$ cat config.mk
export PLATFORM = sky130hd
export DESIGN_NAME = rr_merge_scheduler
export DESIGN_NICKNAME = d
export VERILOG_FILES = /design/src/rtl/rr_merge_scheduler.sv
export SDC_FILE = /design/constraint.sdc
export NUM_CORES = 1
export LEC_CHECK = 0
export BUFFER_PORTS_ARGS = -buffer_cell sky130_fd_sc_hd__buf_2
export CORE_UTILIZATION = 44
export CTS_BUF_LIST = sky130_fd_sc_hd__clkbuf_2
export DETAILED_ROUTE_END_ITERATION = 7
export GPL_ROUTABILITY_DRIVEN = 1
export PLACE_DENSITY = 0.85
export SLEW_MARGIN = 30
export SYNTH_ARGS = -nofsm -noshare
export SYNTH_HDL_FRONTEND = slang
export SYNTH_SLANG_ARGS = --single-unit
$ cat constraint.sdc
create_clock -name clk -period 2.2 [get_ports clk]
set_input_delay 0.55 -clock clk [delete_from_list [all_inputs] [get_ports clk]]
set_output_delay 0.55 -clock clk [all_outputs]
set_load 0.02 [all_outputs]
$ cat src/rtl/rr_merge_scheduler.sv
// Round-robin burst-limited merge of NUM_PORTS input FIFOs into one output FIFO.
// Optional saturating forwarded-word counter on stat_words via RR_MERGE_STATS_EN.
module rr_merge_scheduler #(
  parameter int DATA_WIDTH = 32,
  parameter int NUM_PORTS  = 4,
  parameter int BURST_LEN  = 4,
  localparam int PTR_W     = $clog2(NUM_PORTS)
) (
  input  logic                            clk,
  input  logic                            rst,
  input  logic [NUM_PORTS*DATA_WIDTH-1:0] din,
  input  logic [NUM_PORTS-1:0]            buffer_empty,
  input  logic                            buffer_out_full,
  output logic [NUM_PORTS-1:0]            read_en,
  output logic [DATA_WIDTH-1:0]           dout,
  output logic                            wen,
  output logic [PTR_W-1:0]                grant,
  output logic                            busy
`ifdef RR_MERGE_STATS_EN
  ,
  output logic [31:0]                     stat_words
`endif
);

  localparam logic [0:0] ST_ARB  = 1'b0;
  localparam logic [0:0] ST_READ = 1'b1;
  localparam logic [7:0] BL      = 8'(BURST_LEN);
  localparam logic [PTR_W:0] NP  = (PTR_W+1)'(NUM_PORTS);

  logic [0:0]            state;
  logic [7:0]            burst_cnt;
  logic                  keep;
  logic                  found;
  logic [PTR_W-1:0]      next_port;
  logic [PTR_W:0]        cand;
  logic [DATA_WIDTH-1:0] din_sel;

  assign din_sel = din[int'(grant)*DATA_WIDTH +: DATA_WIDTH];
  assign busy    = (state == ST_READ) | (|read_en);

  // burst_cnt is only zero right after reset, so the first grant searches from port 0
  assign keep = (burst_cnt != 8'd0) && (burst_cnt < BL) && !buffer_empty[grant];

  always_comb begin
    found     = 1'b0;
    next_port = grant;
    cand      = '0;
    for (int k = 1; k <= NUM_PORTS; k++) begin
      cand = {1'b0, grant} + (PTR_W+1)'(k);
      if (cand >= NP)
        cand = cand - NP;
      if (!found && !buffer_empty[cand[PTR_W-1:0]]) begin
        found     = 1'b1;
        next_port = cand[PTR_W-1:0];
      end
    end
  end

  always_ff @(negedge clk) begin
    if (rst) begin
      state     <= ST_ARB;
      read_en   <= '0;
      dout      <= '0;
      wen       <= 1'b0;
      grant     <= PTR_W'(NUM_PORTS-1);
      burst_cnt <= 8'd0;
    end else if (buffer_out_full) begin
      wen <= 1'b0;
    end else begin
      unique case (state)
        ST_ARB: begin
          wen <= 1'b0;
          if (keep) begin
            read_en <= NUM_PORTS'(1) << grant;
            state   <= ST_READ;
          end else if (found) begin
            grant     <= next_port;
            burst_cnt <= 8'd0;
            read_en   <= NUM_PORTS'(1) << next_port;
            state     <= ST_READ;
          end
        end
        ST_READ: begin
          dout      <= din_sel;
          wen       <= 1'b1;
          read_en   <= '0;
          burst_cnt <= (burst_cnt >= BL) ? burst_cnt : burst_cnt + 8'd1;
          state     <= ST_ARB;
        end
        default: state <= ST_ARB;
      endcase
    end
  end

`ifdef RR_MERGE_STATS_EN
  always_ff @(negedge clk) begin
    if (rst)
      stat_words <= '0;
    else if (wen && stat_words != 32'hFFFF_FFFF)
      stat_words <= stat_words + 32'd1;
  end
`endif

endmodule

==> key figures <==
Layout
  • Commonest non-fill, non-tap cell in the layout: buf_2
  • Synth-to-layout area growth: 71.73%
  • FF+latch area: about 1000 um^2
  • # fillers: 391
  • Diode count: 0
  • Non-filler instance count after layout: between 600 and 700
  • Area of the multi-input gates: 1742 um^2
  • Layout cells sized above 1: 0.6098
  • Commonest cells after routing, fill and taps aside: buf_2 (130), nand2_1 (71), buf_6 (55)
  • Fin nets: 670

Worst hold path
  • Hold_sp: dout[26]
  • WHS Path Cells: 2
  • Hold EP: dout[26]
  • Worst min path class: register to register

Logic synthesis
  • Syn avg cell area: approximately 9.6 um^2
  • Post-synthesis cell area: 2709 um^2
  • YS warnings: 0
  • Ys flop type: dfxtp_1
  • Post-synth EDFFs: 0
  • Net Count, Synth: approximately 420
  • Yosys cell types: 41
  • Mapped Cells: roughly 280
  • Synth Register Bits: 48
  • Sequential element share of the synthesized area: 0.3547
  • Share of flip-flops with an asynchronous set or reset: 0

Place
  • DP Cell Count: 537
  • I/O Buffers: 174
  • Place WS: -1.134 ns
  • Post-detail-place hpwl: around 6.1 mm
  • GPL Wtd Cong: roughly 0.86

Pwr
  • Overall power: about 2.5 mW
  • Seq pwr share: 0.377
  • Clock power share: 0.288
  • Peak VDD IR: between 0.0003 and 0.0004 V
  • Cell-internal power: 1.581 mW
  • Pwr/cell area: between 500 and 600 nW/um^2
  • Logic pwr share: 0.335
  • P_sw: 0.9425 mW
  • Sw Ratio: 0.3735
  • Leakage Power: about 2.2 nW

Floorplan
  • # IOs: roughly 180
  • Area of the core: 5921 um^2
  • DIE AREA: ~6500 um^2
  • Core Rows: 28
  • Initial Util: 0.4575
  • Die H: 80.47 um
  • Die Wd: approximately 80 um

Clock network
  • Clock Path Buffers: 2
  • Root buf cell: clkbuf_2
  • Clock slew at reported path FFs: ~0.05 ns
  • CTS Sinks: 48
  • Worst-Skew Late Latency: just under 0.5 ns
  • # H-tree levels: 2
  • TritonCTS clock tree: yes
  • TritonCTS buffer count: 5

Critical path
  • R2R depth: 7
  • Worst Setup End Kind: register
  • Reg2reg start: grant[0]
  • CP Class: primary input to register
  • Reg2Reg Capture Point: read_en[1]
  • CP arrival: around 2.1 ns
  • Req. time, crit path: 1.44 ns
  • Reg2reg setup slack: -0.22 ns
  • CP Max Fanout: 3
  • Worst Setup Start Kind: primary input

Run status
  • Outcome: finished with violations
  • Failing checks: negative setup slack

Detailed routing
  • Routed WL: 9.712 mm
  • Met3 wire length: around 800 um
  • Metal-1 WL: 3.351 mm
  • Max layer used: met4
  • First drt pass iteration count: 4
  • Iteration-0 DRC Markers: roughly 140
  • Via Count: 3,327
  • Mean number of vias per cell: roughly 5.5
  • Detail Route met2 WL: roughly 5.3 mm
  • DR DRC count: 0
  • Detail Route Antenna Nets: 0
  • Routed len/inst: 15.97 um

STA
  • Final setup viols: 55
  • RSZ-0062 raised after global routing: true
  • Worst slew margin: 0.5168
  • Worst slew pin tran: ~0.72 ns
  • Fin. max-slew vios: 0
  • Setup TNS: -22.31 ns
  • Hold violation count in the final report: 0
  • Skew final: about 0.034 ns
  • Final WS setup: -0.7016 ns
  • Min Hold Slack: about 0.46 ns

Global route
  • Vias in the first global route: around 3,400
  • First-pass GRT wire length: 13.87 mm
  • Initial antenna violation count: 0
  • Largest net degree at the start of global routing: 40
  • Gr usage total: 0.2768
  • Total gr overflow: 0

Run
  • Maxcap violations: 0
## cells by family (layout without fill, tap and decap cells)
kind of cell | after synthesis | in the layout | share of synthesized area
adders and majority gates | 2 | 2 | 0.009236
buffers and inverters | 28 | 280 | 0.04065
AOI/OAI and AO/OA | 57 | 57 | 0.1201
and+or+nand+nor | 109 | 109 | 0.1871
muxes | 34 | 34 | 0.2785
xor gates and xnor gates | 3 | 3 | 0.009702
DFF | 48 | 48 | 0.3547
## power groups by stage
stage / Sequential, mW / Clock [mW] / Combinational, mW
floorplan: 1.00 / 0.136 / 0.392
global placement: 0.955 / 0.136 / 0.685
detailed placement: 0.956 / 0.136 / 0.704
CTS: 0.948 / 0.731 / 0.804
global route: 0.956 / 0.845 / 0.901
finish: 0.951 / 0.726 / 0.846
## registers in the layout (all words and copies together) (netlist names)
signal	flops
state	1
wen	1
burst_cnt	8
grant	2
dout	32
read_en	4
## metal layers
layer / global-route usage / up-vias
met3: 0.07273 / 34
met5: 0 / -
li1: - / 1534
met4: 0.1518 / 0
met1: 0.2659 / 1576
met2: 0.5271 / 183
## Yosys cell counts (all sizes together), types with 2 or more instances
cell,number,area (um^2)
inv,7,26.28
o211ai,2,15.01
o21ai,6,30.03
a22o,2,17.52
nor3,2,10.01
nor4,5,52.55
xor2,2,17.52
mux4,33,743.2
dfxtp,48,960.9
nor3b,2,15.01
a31oi,2,12.51
nor2,13,48.80
ha,2,25.02
a21oi,38,190.2
nand2,72,270.3
clkbuf,15,56.30
nand2b,2,12.51
or4,3,30.03
buf,6,27.53
or3,2,13.77
nand4,3,18.77
## metrics by stage
stage                     cell area (um^2)  utilization
final                                 4652       0.7857
after global routing                  4652       0.7857
after CTS                             4527       0.7646
after detailed placement              3851       0.6505
after global placement                3851       0.6505
after floorplan                       2758            -
## timing repair
action | in CTS | in global routing
hold buffers | 0 | 0
buffers inserted | 14 | 9
endpoints found under the setup margin | 55 | 56
pin swaps | 11 | 16
hold endpoints to repair | 0 | 0
resized for setup | 133 | 22
## final cells by class
class                   count  area share
flip-flops and latches     48      0.2176
clock inverters            50     0.04169
well taps                  75     0.02017
inverters                   6    0.004841
clock buffers               5    0.005379
repair buffers            219      0.3359
multi-input cells         205      0.3744
## worst max-delay path by stage
| stage | startpoint | end | slack (ns) | cells past startpoint |
|---|---|---|---|---|
| after floorplan | buffer_empty[3] | read_en[1] | -0.94 | 5 |
| after global placement | buffer_empty[3] | burst_cnt[0] | -1.08 | 6 |
| after detailed placement | buffer_empty[3] | burst_cnt[0] | -1.13 | 6 |
| after CTS | read_en[0] | busy | -0.62 | 3 |
| after global routing | read_en[0] | busy | -0.74 | 3 |
| final | buffer_empty[3] | burst_cnt[0] | -0.70 | 6 |
## critical path, stage by stage
cell and delay (ns):
buf_6 0.10, mux4_2 0.51, or4_4 0.47, o211ai_1 0.29, xnor2_1 0.17, nor2_1 0.05
Note: power is estimated with default switching activity, not from simulation.
